<file path="src/rtl/iob_dma_mc_sched.sv">
// Multi-channel DMA command scheduler: splits per-channel transfers into chunks and issues
// them round-robin to a single AXI manager engine, one chunk in flight at a time.
module iob_dma_mc_sched #(
  parameter int unsigned N_CH     = 4,
  parameter int unsigned ADDR_W   = 32,
  parameter int unsigned LENGTH_W = 16,
  parameter int unsigned DATA_W   = 32,
  parameter int unsigned CHUNK_W  = 8,
  localparam int unsigned CH_W    = (N_CH > 1) ? $clog2(N_CH) : 1
) (
  input  logic                     clk_i,
  input  logic                     rst_i,
  input  logic                     cke_i,
  input  logic [N_CH*ADDR_W-1:0]   ch_src_addr_i,
  input  logic [N_CH*ADDR_W-1:0]   ch_dst_addr_i,
  input  logic [N_CH*LENGTH_W-1:0] ch_length_i,
  input  logic [N_CH-1:0]          ch_src_fixed_i,
  input  logic [N_CH-1:0]          ch_dst_fixed_i,
  input  logic [N_CH-1:0]          ch_start_i,
  input  logic [N_CH-1:0]          ch_abort_i,
  output logic [N_CH-1:0]          ch_busy_o,
  output logic [N_CH-1:0]          ch_done_o,
  output logic [N_CH-1:0]          ch_aborted_o,
  output logic [N_CH-1:0]          ch_err_o,
  output logic                     cmd_valid_o,
  input  logic                     cmd_ready_i,
  output logic [CH_W-1:0]          cmd_ch_o,
  output logic [ADDR_W-1:0]        cmd_src_addr_o,
  output logic [ADDR_W-1:0]        cmd_dst_addr_o,
  output logic [CHUNK_W:0]         cmd_length_o,
  output logic                     cmd_src_fixed_o,
  output logic                     cmd_dst_fixed_o,
  input  logic                     eng_done_i
);

  localparam int unsigned MaxChunk = 1 << CHUNK_W;

  typedef enum logic [1:0] {StIdle, StArb, StIssue, StWait} state_e;

  state_e state_q, state_d;
  logic [CH_W-1:0] rr_q, rr_d;

  logic [ADDR_W-1:0]   src_q [N_CH];
  logic [ADDR_W-1:0]   dst_q [N_CH];
  logic [LENGTH_W-1:0] rem_q [N_CH];
  logic [N_CH-1:0]     sfix_q, dfix_q, busy_q, abort_pend_q, done_q, aborted_q, err_q;

  logic [CH_W-1:0]   cmd_ch_q;
  logic [ADDR_W-1:0] cmd_src_q, cmd_dst_q;
  logic [CHUNK_W:0]  cmd_len_q;
  logic              cmd_sfix_q, cmd_dfix_q;

  logic              any_pend;
  logic [CH_W-1:0]   pick;
  logic [CHUNK_W:0]  pick_len;
  logic              flight_vld;
  logic [CH_W-1:0]   flight_ch;
  logic              wait_done;
  logic [LENGTH_W-1:0] new_rem;
  logic              retire;
  logic [ADDR_W-1:0] step;
  logic [N_CH-1:0]   cur_oh;

  // Nothing is in flight in IDLE/ARB, so busy equals pending there.
  always_comb begin
    any_pend = 1'b0;
    pick     = rr_q;
    for (int i = 1; i <= int'(N_CH); i++) begin
      logic [CH_W-1:0] cand;
      cand = CH_W'((32'(rr_q) + 32'(i)) % N_CH);
      if (!any_pend && busy_q[cand]) begin
        any_pend = 1'b1;
        pick     = cand;
      end
    end
  end

  always_comb begin
    pick_len   = (32'(rem_q[pick]) > MaxChunk) ? (CHUNK_W+1)'(MaxChunk)
                                               : (CHUNK_W+1)'(rem_q[pick]);
    flight_vld = (state_q == StArb && any_pend) || state_q == StIssue || state_q == StWait;
    flight_ch  = (state_q == StArb) ? pick : cmd_ch_q;
    wait_done  = (state_q == StWait) && eng_done_i;
    new_rem    = rem_q[cmd_ch_q] - LENGTH_W'(cmd_len_q);
    retire     = abort_pend_q[cmd_ch_q] || ch_abort_i[cmd_ch_q] || (new_rem == '0);
    step       = ADDR_W'(32'(cmd_len_q) * (DATA_W / 8));
    cur_oh     = N_CH'(1) << cmd_ch_q;
  end

  always_comb begin
    state_d = state_q;
    rr_d    = rr_q;
    unique case (state_q)
      StIdle:  if (|busy_q) state_d = StArb;
      StArb: begin
        if (any_pend) begin
          state_d = StIssue;
          rr_d    = pick;
        end else begin
          state_d = StIdle;
        end
      end
      StIssue: if (cmd_ready_i) state_d = StWait;
      StWait: begin
        if (eng_done_i) begin
          state_d = ((|(busy_q & ~cur_oh)) || !retire) ? StArb : StIdle;
        end
      end
      default: state_d = StIdle;
    endcase
  end

  always_ff @(posedge clk_i) begin
    if (rst_i) begin
      state_q    <= StIdle;
      rr_q       <= CH_W'(N_CH - 1);
      cmd_ch_q   <= '0;
      cmd_src_q  <= '0;
      cmd_dst_q  <= '0;
      cmd_len_q  <= '0;
      cmd_sfix_q <= 1'b0;
      cmd_dfix_q <= 1'b0;
    end else if (cke_i) begin
      state_q <= state_d;
      rr_q    <= rr_d;
      if (state_q == StArb && any_pend) begin
        cmd_ch_q   <= pick;
        cmd_src_q  <= src_q[pick];
        cmd_dst_q  <= dst_q[pick];
        cmd_len_q  <= pick_len;
        cmd_sfix_q <= sfix_q[pick];
        cmd_dfix_q <= dfix_q[pick];
      end
    end
  end

  always_ff @(posedge clk_i) begin
    if (rst_i) begin
      for (int k = 0; k < int'(N_CH); k++) begin
        src_q[k] <= '0;
        dst_q[k] <= '0;
        rem_q[k] <= '0;
      end
      sfix_q       <= '0;
      dfix_q       <= '0;
      busy_q       <= '0;
      abort_pend_q <= '0;
      done_q       <= '0;
      aborted_q    <= '0;
      err_q        <= '0;
    end else if (cke_i) begin
      done_q <= '0;
      err_q  <= '0;
      for (int k = 0; k < int'(N_CH); k++) begin
        if (ch_start_i[k] && !busy_q[k]) begin
          aborted_q[k]    <= 1'b0;
          abort_pend_q[k] <= 1'b0;
          if (ch_length_i[k*LENGTH_W +: LENGTH_W] == '0) begin
            done_q[k] <= 1'b1;
          end else begin
            busy_q[k] <= 1'b1;
            src_q[k]  <= ch_src_addr_i[k*ADDR_W +: ADDR_W];
            dst_q[k]  <= ch_dst_addr_i[k*ADDR_W +: ADDR_W];
            rem_q[k]  <= ch_length_i[k*LENGTH_W +: LENGTH_W];
            sfix_q[k] <= ch_src_fixed_i[k];
            dfix_q[k] <= ch_dst_fixed_i[k];
          end
        end else begin
          if (ch_start_i[k]) err_q[k] <= 1'b1;
          if (busy_q[k]) begin
            if (wait_done && cmd_ch_q == CH_W'(k)) begin
              rem_q[k] <= new_rem;
              if (!cmd_sfix_q) src_q[k] <= src_q[k] + step;
              if (!cmd_dfix_q) dst_q[k] <= dst_q[k] + step;
              if (retire) begin
                busy_q[k]       <= 1'b0;
                done_q[k]       <= 1'b1;
                aborted_q[k]    <= abort_pend_q[k] || ch_abort_i[k];
                abort_pend_q[k] <= 1'b0;
              end
            end else if (ch_abort_i[k]) begin
              // An in-flight chunk must finish; retirement waits for its eng_done_i.
              if (flight_vld && flight_ch == CH_W'(k)) begin
                abort_pend_q[k] <= 1'b1;
              end else begin
                busy_q[k]    <= 1'b0;
                rem_q[k]     <= '0;
                done_q[k]    <= 1'b1;
                aborted_q[k] <= 1'b1;
              end
            end
          end
        end
      end
    end
  end

  assign ch_busy_o       = busy_q;
  assign ch_done_o       = done_q;
  assign ch_aborted_o    = aborted_q;
  assign ch_err_o        = err_q;
  assign cmd_valid_o     = (state_q == StIssue);
  assign cmd_ch_o        = cmd_ch_q;
  assign cmd_src_addr_o  = cmd_src_q;
  assign cmd_dst_addr_o  = cmd_dst_q;
  assign cmd_length_o    = cmd_len_q;
  assign cmd_src_fixed_o = cmd_sfix_q;
  assign cmd_dst_fixed_o = cmd_dfix_q;

endmodule

</file>
<file path="config.mk">
export PLATFORM = sky130hd
export DESIGN_NAME = iob_dma_mc_sched
export DESIGN_NICKNAME = d
export VERILOG_FILES = /design/src/rtl/iob_dma_mc_sched.sv
export SDC_FILE = /design/constraint.sdc
export NUM_CORES = 1
export LEC_CHECK = 0
export ABC_AREA = 1
export BUFFER_PORTS_ARGS = -buffer_cell sky130_fd_sc_hd__buf_2
export CAP_MARGIN = 10
export CORE_ASPECT_RATIO = 0.6
export CORE_UTILIZATION = 45
export DETAILED_ROUTE_END_ITERATION = 10
export PLACE_DENSITY = 0.65
export SLEW_MARGIN = 0
export SYNTH_ARGS = -nofsm -noshare
export SYNTH_HDL_FRONTEND = slang
export SYNTH_SLANG_ARGS = --single-unit
export TNS_END_PERCENT = 30
</file>
<file path="constraint.sdc">
create_clock -name clk_i -period 9.4 [get_ports clk_i]
set_clock_uncertainty 0.2 [all_clocks]
set_input_delay 2.35 -clock clk_i [delete_from_list [all_inputs] [get_ports clk_i]]
set_output_delay 2.35 -clock clk_i [all_outputs]
set_load 0.03 [all_outputs]
</file>
Word level (Yosys, flattened, before mapping)
Memories as Yosys holds them, arrays and structs flattened. A register that Yosys moved wholly into a read port is not among the register bits.
Cells that the tools add are included.

cells by class
  $add $sub $neg = 13
  multiply operators = 0
  div/mod/pow operators = 0
  magnitude comparators = 7
  equality and inequality tests = 24
  shift-type cells = 1
  mux-type cells = 285
  bitwise gates (word level) = 34
  reductions and logical operators = 75

operators by type and width
  operator                                                                           count
  32-bit two-way mux                                                                 16
  32-bit by 11-bit adder with 32-bit output                                          8
  1-bit two-way mux                                                                  236
  16-bit two-way mux                                                                 12
  16-bit logical NOT                                                                 5
  5-bit AND reduction                                                                8
  1-bit OR                                                                           28
  3-bit inequality test (second input constant)                                      8
  3-bit nonzero test                                                                 8
  2-bit two-way mux                                                                  11
  2-bit by 3-bit < comparator with 1-bit output (second input constant)              6
  1-bit logical AND                                                                  17
  1-bit binary-select mux with 2-bit select                                          8
  16-bit by 9-bit greater-than comparator with 1-bit output (second input constant)  1
  16-bit by 9-bit subtractor with 16-bit output                                      1
  3-bit AND reduction                                                                5
  2-bit == test (second input constant)                                              6
  2-bit inequality test (second input constant)                                      6
  2-bit AND reduction                                                                5
  1-bit logical OR                                                                   9
  9-bit two-way mux                                                                  1
  1-bit logical NOT                                                                  8
  2-bit case mux with 4 select lines                                                 1
  2-bit nonzero test                                                                 4
  other kinds (11)                                                                   21

storage, ports and cells
  register bits = 45
  bits in latches = 0
  RAM bits = 320
  memory bits (read-only) = 0
  input port bits = 341
  output and inout port bits = 94
  word-level logic and storage cells = 470
  memories = 3

memories
  name   depth  width  rd ports  clocked after memory_dff  wr ports  RTL line  source
  dst_q  4      32     5         1                         4         44        logic [ADDR_W-1:0] dst_q [N_CH];
  src_q  4      32     5         1                         4         43        logic [ADDR_W-1:0] src_q [N_CH];
  rem_q  4      16     2         1                         4         45        logic [LENGTH_W-1:0] rem_q [N_CH];

Longest topological paths before layout
  word-level depth = 26
  depth in mapped cells = 26
  gate-level depth less buffers = 24

Worst setup path before layout
OpenSTA, ideal clock, no wires.

  path kind = input -> register
  start point = input ch_length_i[19]
  end point = memory rem_q[1][0] (enable)
  setup time = 0.544 ns
  data arrival time = 4.451 ns
  required time = 8.656 ns
  slack = 4.205 ns
  stages = 9
  buffers on the path = 1
  cell sequence = nor4_1 > nand4_1 > nand3_1 > inv_1 > nand2_1 > nand2_1 > inv_1 > clkbuf_1 > o311ai_0

RTL lines
  item         RTL line  source
  from (decl)  16        input logic [N_CH*LENGTH_W-1:0] ch_length_i,
  to (decl)    45

==> key figures <==
Setup path
  – Critical path class: in2reg
  – Setup crit start: cke_i
  – End of the worst register-to-register path: src_q[2][18]$_SDFFCE_PN0P_
  – Critical R2R Launch: cmd_length_o[1]$_SDFFE_PP0P_
  – Critical path required time: 9.70 ns
  – Critical Path AT: 6.81 ns
  – CP startpoint kind: input pin
  – R2R depth: 16
  – Reg2Reg Setup Slack: 4.21 ns
  – Worst-path maximum fanout: 41
  – Worst Setup End Kind: flip-flop

STA
  – RSZ-0062 raised after global routing: no
  – Post-route minimum period: 6.51 ns
  – # setup viols final: 0
  – Final worst-path cycle share: 69.2%
  – Final Hold Vio Count: 0
  – Relative max-transition margin: 26.3%
  – TNS Setup: 0 ns
  – Max Slew Vio Count: 0
  – Worst-Margin Slew: 1.10 ns
  – Max Clk Rate: 0.154 GHz
  – Worst hold slack: 0.275 ns

Layout
  – Commonest non-fill, non-tap cell in the layout: nand2_1
  – Area Overhead vs Synth: 14.7%
  – # nets final: 4922
  – Sequential cell area: 11800 sq um
  – Multi-input logic area: 15700 sq um
  – Fill cells: 6685
  – Layout cells sized above 1: 14.3%
  – Leading cell types in the layout, fill and taps excluded: 864 x nand2_1, 551 x inv_1, 434 x buf_2

Hold path
  – Hold Path Depth: 2
  – Hold wc startpoint: ch_err_o[3]$_SDFFE_PP0P_
  – WHS Endpoint: ch_err_o[3]$_SDFFE_PP0P_
  – Worst hold path class: reg2reg

Placement
  – Port Buffers: 434
  – Hpwl dp: 92.5 mm
  – Gpl congestion: 1.07

Outcome
  – Outcome: completed

Clock tree
  – Post-CTS Setup Bufs: 0
  – Clock buffer depth: 3
  – CTS Sinks: 431
  – Clock root buffer: clkbuf_16
  – Worst skew pair latency: 0.62 ns
  – # hold bufs at CTS: 0
  – H-tree levels: 2
  – CTS tree: yes
  – CTS Buf Count: 46
  – Cts repair resizes: 0
  – CTS clk-pin slew, worst paths: 0.07 ns

Drt
  – DR vias: 31207
  – Drt pass-1 iters: 6
  – WL per Instance: 21.9 um
  – DR DRC count: 0
  – DR vias/cell: 5.75
  – Antenna-violating nets left: 0
  – Detailed-route wire length: 119 mm
  – Iteration-0 DRC Markers: 4653

Synthesis
  – Synth async-reset ratio: 0%
  – Mean Syn Cell Area: 7.33 sq um
  – Seq/Total Area, Yosys: 38.9%
  – Number of synthesized flops with an enable pin: 320
  – Cells after Synth: 4145
  – #FFs+latches synth: 431
  – Syn Nets: 4576
  – Distinct cells, synth: 59
  – Most used DFF post-synth: edfxtp_1
  – Syn Std Cell Area: 30400 sq um
  – Ys Warns: 0

Die
  – Die width: 337 um
  – Die area: 68600 sq um
  – Core outline area: 66500 sq um
  – FP Rows: 73
  – Initial Utilization: 45.7%
  – Ports: 435
  – Die height: 203 um

Global route
  – Initial antenna violation count: 4
  – Vias in the first global route: 27672
  – GRT Residual Overflow: 0
  – Gr usage total: 33.9%
  – Pin count of the biggest net entering global routing: 101
  – First-pass GRT wire length: 175 mm

Power and ir drop
  – Peak VDD IR: 0.123 mV
  – Pwr per Cell Area: 158 nW/um^2
  – Leakage: 15.9 nW

Run
  – Max_cap viols: 0
==> worst max-delay path by stage <==
stage / endpoint / slack [ns] / cells past startpoint
2_1_floorplan: rem_q[1][0]$_SDFFCE_PP0P_ / 4.21 / 9
3_3_place_gp: dst_q[1][14]$_SDFFCE_PN0P_ / 2.49 / 14
3_5_place_dp: dst_q[1][12]$_SDFFCE_PN0P_ / 2.39 / 14
4_1_cts: dst_q[0][15]$_SDFFCE_PN0P_ / 3.04 / 14
5_1_grt: dst_q[1][12]$_SDFFCE_PN0P_ / 2.48 / 14
6_report: dst_q[1][12]$_SDFFCE_PN0P_ / 2.89 / 14
==> through the flow <==
| step | cell area, sq um | setup WS, ns | utilization, % | power (mW) | std cells |
|---|---|---|---|---|---|
| 4_1_cts | 34800 | 3.04 | 52.4 | 5.49 | 5429 |
| 3_3_place_gp | 33300 | 2.49 | 50.0 | 3.55 | 5343 |
| 3_5_place_dp | 33300 | 2.39 | 50.0 | 3.55 | 5343 |
| 6_report | 34800 | 2.89 | 52.4 | 5.51 | 5431 |
| 5_1_grt | 34800 | 2.48 | 52.4 | 5.70 | 5430 |
| 2_1_floorplan | 30400 | 4.21 | - | 3.06 | 4145 |
==> worst max-delay path: stages <==
cell and delay, ns:
buf_2 0.27, inv_2 0.26, nor2_1 0.22, inv_2 0.08
nor2_1 0.09, inv_1 0.08, nor2_4 0.49, inv_2 0.29
nor2_4 0.76, inv_1 0.59, nand2_1 0.80, o21ai_0 0.22
o21bai_1 0.21, inv_1 0.07
==> logic make-up after synthesis <==
group | share of synthesized area, %
compound gates | 19.9
flops | 38.9
simple gates | 25.0
buf+inv | 9.54
xor+xnor | 2.77
fa+ha+maj | 3.93
==> layer usage <==
metal / routed length [um] / track usage [%]
met1: 54400 / 52.9
met2: 47300 / 46.7
met3: 14800 / 7.59
met4: 2670 / 7.72
met5: 0 / 0
==> power by group <==
part,switching [mW],internal (mW),total (mW)
logic,0.896,0.347,1.24
clock network,0.869,1.09,1.96
registers,0.132,2.18,2.31
==> final cells by class <==
| type | instances | area share, % |
|---|---|---|
| Multi-Input combinational cell | 2971 | 45.2 |
| Sequential cell | 431 | 34.0 |
| Timing Repair Buffer | 468 | 6.97 |
| Inverter | 573 | 6.19 |
| Clock buffer | 62 | 3.74 |
| Tap cell | 900 | 3.23 |
| Clock inverter | 24 | 0.715 |
| Antenna cell | 2 | 0.0144 |
==> Yosys cell counts, types with 48 or more instances <==
master,count,area [sq um]
xor2_1,68,596
o211ai_1,72,541
clkbuf_1,108,405
nand2_1,866,3250
o21a_1,48,360
edfxtp_1,320,9610
nor2_1,374,1400
o21ai_0,412,2060
o22ai_1,50,313
inv_1,553,2080
dfxtp_1,111,2220
o21bai_1,55,413
nand3_1,263,1320
a21oi_1,247,1240
ha_1,81,1010
nor3_1,64,320
nand4_1,60,375
==> flip-flops by register name, indices dropped and copies added, names as in the netlist, named ones only <==
register and cells:
rem_q 64, cmd_dst_addr_o 32, ch_err_o 4, cmd_src_addr_o 32, sfix_q 4, ch_done_o 4, state_q 1, rr_q 2
src_q 128, ch_busy_o 4, cmd_ch_o 2, dfix_q 4, ch_aborted_o 4, cmd_length_o 9, cmd_src_fixed_o 1, cmd_dst_fixed_o 1
dst_q 128, abort_pend_q 4
Power figures use the tool's default switching activity.
